`src/rtl/receiver_pkg.sv`:
```
// Shared frame constants and state encodings for the serial link.
// The transmitter imports these so both ends agree on the frame layout.
package receiver_pkg;

  localparam int DATA_BITS = 7;
  localparam logic START_LEVEL = 1'b0;
  localparam logic STOP_LEVEL = 1'b1;
  localparam logic [2:0] LAST_BIT = 3'(DATA_BITS - 1);

  typedef enum logic [2:0] {
    IDLE    = 3'd0,
    DATA    = 3'd1,
    PARITY  = 3'd2,
    STOP    = 3'd3,
    RECOVER = 3'd4
  } state_t;

  function automatic logic is_start(input logic b);
    return b == START_LEVEL;
  endfunction

  function automatic logic is_stop(input logic b);
    return b == STOP_LEVEL;
  endfunction

endpackage

```
`src/rtl/receiver.sv`:
```
// Serial frame receiver: start, 7 data bits LSB first, even parity, stop.
// One bit per clock; result and error flags are one-cycle pulses.
module receiver
  import receiver_pkg::*;
(
  input  logic       clk,
  input  logic       rstn,
  input  logic       serial_in,
  output logic [6:0] data_out,
  output logic       data_valid,
  output logic       parity_err,
  output logic       frame_err,
  output logic       busy
);

  state_t state;
  state_t state_nxt;

  logic [2:0] bit_cnt;
  logic [DATA_BITS-1:0] shreg;
  logic par_acc;

  always_ff @(posedge clk or negedge rstn) begin
    if (!rstn) begin
      state <= IDLE;
    end else begin
      state <= state_nxt;
    end
  end

  always_comb begin
    state_nxt = state;
    unique case (state)
      IDLE: begin
        if (is_start(serial_in)) begin
          state_nxt = DATA;
        end
      end
      DATA: begin
        if (bit_cnt == LAST_BIT) begin
          state_nxt = PARITY;
        end
      end
      PARITY: begin
        state_nxt = STOP;
      end
      STOP: begin
        state_nxt = is_stop(serial_in) ? IDLE : RECOVER;
      end
      RECOVER: begin
        // a low line here is a broken frame, not a new start bit
        if (is_stop(serial_in)) begin
          state_nxt = IDLE;
        end
      end
      default: begin
        state_nxt = IDLE;
      end
    endcase
  end

  always_comb begin
    busy = (state != IDLE);
  end

  always_ff @(posedge clk or negedge rstn) begin
    if (!rstn) begin
      bit_cnt    <= '0;
      shreg      <= '0;
      par_acc    <= 1'b0;
      data_out   <= '0;
      data_valid <= 1'b0;
      parity_err <= 1'b0;
      frame_err  <= 1'b0;
    end else begin
      data_valid <= 1'b0;
      parity_err <= 1'b0;
      frame_err  <= 1'b0;
      unique case (state)
        IDLE: begin
          if (is_start(serial_in)) begin
            bit_cnt <= '0;
            par_acc <= 1'b0;
          end
        end
        DATA: begin
          shreg[bit_cnt] <= serial_in;
          par_acc <= par_acc ^ serial_in;
          bit_cnt <= (bit_cnt == LAST_BIT) ? 3'd0 : bit_cnt + 3'd1;
        end
        PARITY: begin
          // accumulator now holds data parity xor received parity bit
          par_acc <= par_acc ^ serial_in;
        end
        STOP: begin
          data_out   <= shreg;
          parity_err <= par_acc;
          frame_err  <= !is_stop(serial_in);
          data_valid <= !par_acc && is_stop(serial_in);
        end
        RECOVER: begin
        end
        default: begin
        end
      endcase
    end
  end

endmodule

```
`config.mk`:
```
export PLATFORM = sky130hd
export DESIGN_NAME = receiver
export DESIGN_NICKNAME = d
export VERILOG_FILES = /design/src/rtl/receiver_pkg.sv /design/src/rtl/receiver.sv
export SDC_FILE = /design/constraint.sdc
export NUM_CORES = 1
export LEC_CHECK = 0
export CAP_MARGIN = 10
export CORE_UTILIZATION = 38
export CTS_BUF_LIST = sky130_fd_sc_hd__clkbuf_8
export CTS_CLUSTER_DIAMETER = 40
export DETAILED_ROUTE_END_ITERATION = 16
export SETUP_SLACK_MARGIN = 0.1
export SLEW_MARGIN = 20
export SYNTH_ARGS = -nofsm -noshare
export SYNTH_HDL_FRONTEND = slang
export SYNTH_SLANG_ARGS = --single-unit
```
`constraint.sdc`:
```
create_clock -name clk -period 3.76 [get_ports clk]
set_clock_uncertainty 0.1 [all_clocks]
set_input_delay 0.752 -clock clk [delete_from_list [all_inputs] [get_ports clk]]
set_output_delay 0.752 -clock clk [all_outputs]
set_load 0.01 [all_outputs]
```
==> metrics.md, run 1 <==
| Metric | Value |
|---|---|
| Critical path launch point | state[2] |
| Maximum ir drop on the vdd rail | around 490 µV |
| Number of enable flip-flop cells after synthesis | 0 |
| Minimum period implied by the final worst setup slack | 2.512 ns |
| Via Count | between 600 and 700 |
| Routed Antenna Nets | 0 |
| Number of detailed-route iterations in the first pass | 4 |
| Critical Path Stages | 2 |
| Total of endpoints with negative setup slack in the final report | 0 |
| Synth-to-layout area growth | 15.97% |
| Total Routed Length | 1.746 mm |
| Top Ports | 14 |
| Part of the Yosys area used for sequential elements | a little under three fifths |
| Total CTS buffers | 3 |
| Setup TNS | 0 ns |
| Global placer's final weighted congestion | just over 0.7 |
| Largest driver fanout on the critical path | 12 |
| Number of buffers and inverters on the critical path | 1 |
| Global-route wire length before repair | just under 3 mm |
| Worst path slowest cell | sky130_fd_sc_hd__dfrtp_1 |
| R2r startpoint | state[2] |
| Hold Fails Final Rpt | 0 |
| Clock-pin transition on the worst setup and hold timing paths | 0.08 ns |
| Element type at the critical path end | primary output |
| Setup repair bufs after CTS | 0 |
| Share of the synthesized area in the top cell type | 55.94% |
| Synth top area cells | sky130_fd_sc_hd__dfrtp_1 56%, sky130_fd_sc_hd__mux2_2 16%, sky130_fd_sc_hd__nand2_1 3.1%, sky130_fd_sc_hd__nor2b_1 2.9%, sky130_fd_sc_hd__nor4b_4 2.2% |
| Data required time at the worst endpoint | just under 3 ns |
| Number of maximum-capacitance violations | 0 |
| DR DRC count | 0 |
| P_leak | 0.0005507 µW |
| Worst path top cell family by delay | flip-flops |
| Fraction of layout instances using a drive strength above 1 | 21.21% |
| Core region area | 2567 µm² |
| Post-DR wirelength/cell | 13.53 µm |
| Synth top cells by count | 24 x sky130_fd_sc_hd__dfrtp_1, 15 x sky130_fd_sc_hd__mux2_2, 9 x sky130_fd_sc_hd__nand2_1 |
| Total power after layout | around 960 µW |
| Std cell rows | 18 |
| Total global routing overflow | 0 |
| HP Class | input port to asynchronous set/reset pin |
| Maximum number of pins on one net before global-route repair | 25 |
| Chip height | 55.15 µm |
| Worst-path cell chain | or3_1 > clkdlybuf4s50_1 |
| Post-layout nets | 105 |
| Worst setup endpoint | busy |
| Initial antenna violation count | 0 |
| Count of state elements after synthesis | 24 |
| Dominant cell by count in the synthesized netlist | sky130_fd_sc_hd__dfrtp_1 |
| Number of hold buffers added after CTS | 0 |
| Clock tree from TritonCTS | yes |
| Capture point of the worst reg-to-reg path | data_out[1] |
| Clock buffer depth | 2 |
| Synth Cell Area | 1074 µm² |
| Dpl hpwl | approximately 1.2 mm |
| Count of routing violations after the opening detailed-route iteration | 8 |
| Via-to-Cell Ratio | 5.171 |
| Logic depth of the worst register-to-register path | 2 |
| Data arrival time at the worst-slack endpoint | 1.66 ns |
| Portion of the clock cycle consumed by the worst path in the final layout | about two thirds |
| All-Layer GR Usage | between 10% and 20% |
| Setup repair after global routing missed its margin | no |
| Total inserted antenna cells | 0 |
| Peak clock frequency supported by timing | 398.1 MHz |
| Async set-reset flop share out of synthesis | 100.0% |
| Chip Width | 55.15 µm |
| Cell area power density | approximately 770 nW/µm² |
| Clock latency at the later pin of the worst-skew pair | 0.26 ns |
| Outcome | finished clean |
| Max-slew violations | 0 |
| Setup slack, reg-to-reg | approximately 2.1 ns |
| Floorplan die area | 3042 µm² |
| Final WS setup | 1.248 ns |
| Worst slew slack as a fraction of its limit | 64.95% |
| Startpoint type of the worst setup path | flip-flop |
| Net count after synthesis | just over 90 |
| Most frequently used flop master after synthesis | sky130_fd_sc_hd__dfrtp_1 |
| Via count of the first global-routing pass | a little over 600 |
| Initial Utilization | 41.81% |
| Count of instances resized after the clock tree is built | 0 |
| CTS root buffer | sky130_fd_sc_hd__clkbuf_8 |
| Synthesized instance count | 88 |
| Buffers added on ports | 13 |
| Post-Synthesis Mean Instance Area | 12.20 µm² |
| Setup slack after placement | between 1 and 1.5 ns |
| CTS sink cnt | 24 |
| Post-synth top area cell | sky130_fd_sc_hd__dfrtp_1 |
| Yosys cell types | 26 |
| Worst-margin pin slew | 0.5257 ns |
| Warnings from Yosys | 0 |
| Critical setup path kind | flip-flop to primary output |
| Biggest cell delay along the critical path | 0.52 ns |
| Worst hold slack across all endpoints | between 0.3 and 0.4 ns |
| H-tree lvl count | 1 |
per-layer routing:
layer | vias up | GRT usage [%] | share of wire (%)
met1 | 328 | 18.10 | 50
met2 | 13 | 23.49 | 45
met5 | - | 0 | 0
li1 | 324 | - | -
met4 | 0 | 3.750 | 0.92
met3 | 2 | 4.918 | 4.0
layout make-up:
class | count | area, µm²
fill | 237 | 1323
sequential | 24 | 600.6
multi-input combinational | 56 | 429.2
timing repair buffer | 13 | 125.1
clock buffer | 3 | 41.29
tap | 30 | 37.54
inverter | 3 | 11.26
cells by family (layout without fill, tap and decap cells):
| group | count (synthesis) | after routing | share of synthesized area (%) |
|---|---|---|---|
| muxes | 15 | 15 | 15.73 |
| adders and majority gates | 1 | 1 | 1.165 |
| DFF | 24 | 24 | 55.94 |
| AOI/OAI and AO/OA | 11 | 11 | 6.993 |
| and+or+nand+nor | 29 | 29 | 16.08 |
| buffers and inverters | 8 | 19 | 4.079 |
worst min path at each step:
stage | endpoint | from | cells after the start
2_1_floorplan | bit_cnt[0] | rstn | 0
3_3_place_gp | data_out[2] | data_out[2] | 1
3_5_place_dp | shreg[4] | shreg[4] | 1
4_1_cts | data_out[2] | shreg[2] | 1
5_1_grt | bit_cnt[1] | rstn | 1
6_report | parity_err | rstn | 1
placed cells by master, fill, tap and decap left out, drive strengths merged:
cell           synthesis  routed
or3b                   1       1
o32ai                  1       1
inv                    3       3
nor2                   5       5
a21oi                  4       4
a21o                   2       2
buf                    4       1
dfrtp                 24      24
nor2b                  5       5
o41ai                  1       1
mux2                  15      15
and4bb                 1       1
or3                    2       2
nand3                  1       1
nor4b                  1       1
o21ai                  1       1
nor3                   1       1
clkbuf                 1       3
nand2b                 1       1
clkdlybuf4s50          0      12
nand2                  9       9
and2b                  1       1
ha                     1       1
a22o                   2       2
nand3b                 1       1
registers in the layout, indices dropped and copies added (netlist names):
signal and flops:
parity_err 1, shreg 7, par_acc 1, state 3, frame_err 1, bit_cnt 3, data_out 7, data_valid 1
stage by stage:
step | util [%] | instance area, µm² | cells
6_report | 48.49 | 1245 | 129
3_3_place_gp | 47.08 | 1209 | 126
3_5_place_dp | 47.08 | 1209 | 126
4_1_cts | 48.68 | 1250 | 129
2_1_floorplan | - | 1074 | 88
5_1_grt | 48.49 | 1245 | 129
power breakdown:
| group | total [µW] | switching [µW] | internal (µW) | leakage, µW |
|---|---|---|---|---|
| combinational | 366 | 139 | 227 | 0.000229 |
| clock | 145 | 73.9 | 71.4 | 0.0000216 |
| sequential | 444 | 84.3 | 360 | 0.000300 |
| total | 956 | 297 | 659 | 0.000551 |
No activity file was read; power rests on OpenSTA's default activity.
==> inputs of run 2 (changes only) <==
==> constraint.sdc (replaced) <==
create_clock -name clk -period 2.41 [get_ports clk]
set_clock_uncertainty 0.1 [all_clocks]
set_input_delay 0.482 -clock clk [delete_from_list [all_inputs] [get_ports clk]]
set_output_delay 0.482 -clock clk [all_outputs]
set_load 0.01 [all_outputs]
==> run 2 against run 1 <==
- cell count increased by 3.1%
- critical path depth unchanged
- die area unchanged
- worst hold slack improved by 0.046 ns
- critical endpoint unchanged
- first-iteration DRC count unchanged
- non-clock buffer count increased by 3
- sequential power increased by 55%
- highest routed layer unchanged
- setup slack got worse by 1.1 ns
==> metrics.md, run 2 (synthesized netlist as in run 1, its figures left out) <==
| Metric | Value |
|---|---|
| Outcome | finished clean |
| Post-layout nets | about 110 |
| Critical setup path kind | flip-flop to primary output |
| HP Class | flip-flop to flip-flop |
| Routed Antenna Nets | 0 |
| CTS root buffer | sky130_fd_sc_hd__clkbuf_8 |
| Biggest cell delay along the critical path | about 0.51 ns |
| Final cell area excluding filler cells | 1286 µm² |
| P_leak | 0.0005729 µW |
| Cell area power density | 1202 nW/µm² |
| Peak clock frequency supported by timing | ~450 MHz |
| Leading registers by flop count | data_out: 7 flops, shreg: 7 flops |
| Initial antenna violation count | 0 |
| Total power after layout | roughly 1500 µW |
| Clock tree from TritonCTS | yes |
| Dpl hpwl | roughly 1.2 mm |
| Post-DR wirelength/cell | 13.77 µm |
| Top Ports | 14 |
| Count of routing violations after the opening detailed-route iteration | 8 |
| Initial Utilization | 41.81% |
| Clock-pin transition on the worst setup and hold timing paths | approximately 0.080 ns |
| Total Routed Length | 1.832 mm |
| All-Layer GR Usage | roughly 15% |
| Worst path slowest cell | sky130_fd_sc_hd__dfrtp_1 |
| Switching power total | 479.5 µW |
| Worst-margin pin slew | 0.5019 ns |
| Synth-to-layout area growth | 19.81% |
| Number of maximum-capacitance violations | 0 |
| Maximum ir drop on the vdd rail | 590.6 µV |
| Data arrival time at the worst-slack endpoint | 1.64 ns |
| Hold Fails Final Rpt | 0 |
| Number of detailed-route iterations in the first pass | 4 |
| Maximum number of pins on one net before global-route repair | 25 |
| Fraction of layout instances using a drive strength above 1 | 23.30% |
| Final WS setup | 0.1897 ns |
| Max-slew violations | 0 |
| Via Count | 706 |
| Launch point of the worst hold path | shreg[6] |
| Worst hold slack across all endpoints | 0.4063 ns |
| Setup repair after global routing missed its margin | no |
| Comb pwr share | between 30% and 40% |
| Chip height | 55.15 µm |
| DR DRC count | 0 |
| Setup repair bufs after CTS | 0 |
| Total CTS buffers | 3 |
| Data required time at the worst endpoint | 1.83 ns |
| Most used cells in the layout excluding fill and tap cells | 24 x sky130_fd_sc_hd__dfrtp_1, 15 x sky130_fd_sc_hd__mux2_2, 13 x sky130_fd_sc_hd__clkdlybuf4s50_1, 9 x sky130_fd_sc_hd__nand2_1 |
| Number of buffers and inverters on the critical path | 1 |
| Minimum period implied by the final worst setup slack | between 2 and 2.5 ns |
| R2r startpoint | state[1] |
| Worst slew slack as a fraction of its limit | 66.44% |
| Worst path top cell family by delay | flip-flops |
| Via count of the first global-routing pass | just under 700 |
| Worst-path cell chain | or3_1 > clkdlybuf4s50_1 |
| Buffers added on ports | 13 |
| Count of instances resized after the clock tree is built | 0 |
| Placed Instance Area | 1231 µm² |
| Core region area | 2567 µm² |
| Switching power as a share of total power | a little over 30% |
| Element type at the critical path end | primary output |
| Global-route wire length before repair | 3.118 mm |
| Share of total power in the clock network | 17.6% |
| Clock latency at the later pin of the worst-skew pair | between 0.2 and 0.3 ns |
| Via-to-Cell Ratio | 5.308 |
| Portion of the clock cycle consumed by the worst path in the final layout | 92.13% |
| Critical path launch point | state[0] |
| H-tree lvl count | 1 |
| Total inserted antenna cells | 0 |
| Clock buffer depth | 2 |
| Global placer's final weighted congestion | 0.7360 |
| Total global routing overflow | 0 |
| Std cell rows | 18 |
| Total of endpoints with negative setup slack in the final report | 0 |
| P_int | 1067 µW |
| Number of hold buffers added after CTS | 0 |
| Floorplan die area | 3042 µm² |
| Most common cell after layout, fill and taps aside | sky130_fd_sc_hd__dfrtp_1 |
| CTS sink cnt | 24 |
| Setup slack after placement | 0.3986 ns |
| Relative contribution of sequential cells to total power | 44.6% |
| Largest driver fanout on the critical path | 12 |
| Startpoint type of the worst setup path | flip-flop |
| Setup TNS | 0 ns |
| Chip Width | roughly 55 µm |
-- run 2: cell types whose count changed in the layout (fill, tap and decap cells not counted), sizes merged --
cell / previous run / this run
clkdlybuf4s50: 12 / 13
clkbuf: 3 / 4
buf: 1 / 3
-- run 2: layout make-up --
| type | count | area [µm²] |
|---|---|---|
| Tap cell | 30 | 37.54 |
| Sequential cell | 24 | 600.6 |
| Multi-Input combinational cell | 56 | 429.2 |
| Clock buffer | 4 | 55.05 |
| Fill cell | 259 | 1281 |
| Inverter | 3 | 11.26 |
| Timing Repair Buffer | 16 | 152.6 |
-- run 2: path summary, 6_finish.rpt --
| kind | to | slack [ns] | cells past startpoint |
|---|---|---|---|
| worst min-delay path | shreg[6] | 0.41 | 1 |
| worst min register to register | shreg[6] | 0.41 | 1 |
| worst max register to register | data_out[1] | 0.74 | 2 |
| max in group asynchronous | data_out[4] | 1.51 | 2 |
| min in group asynchronous | par_acc | 0.47 | 2 |
| worst max-delay path | busy | 0.19 | 2 |
-- run 2: layer usage --
layer  wire length, µm  track usage [%]
met1               888            19.14
met2               828            23.90
met3                69            2.459
met4                45            10.00
met5                 0                0
-- run 2: stage by stage --
step | utilization (%) | std cells
global route | 50.10 | 133
floorplan | - | 88
CTS | 50.10 | 133
finish | 50.10 | 133
global placement | 47.95 | 129
detailed placement | 47.95 | 129
-- run 2: power groups by stage --
stage / Clock (µW) / Combinational [µW] / Sequential, µW
floorplan: 0 / 397 / 679
global placement: 0 / 581 / 691
detailed placement: 0 / 589 / 698
CTS: 283 / 595 / 689
global route: 299 / 653 / 718
finish: 272 / 584 / 690
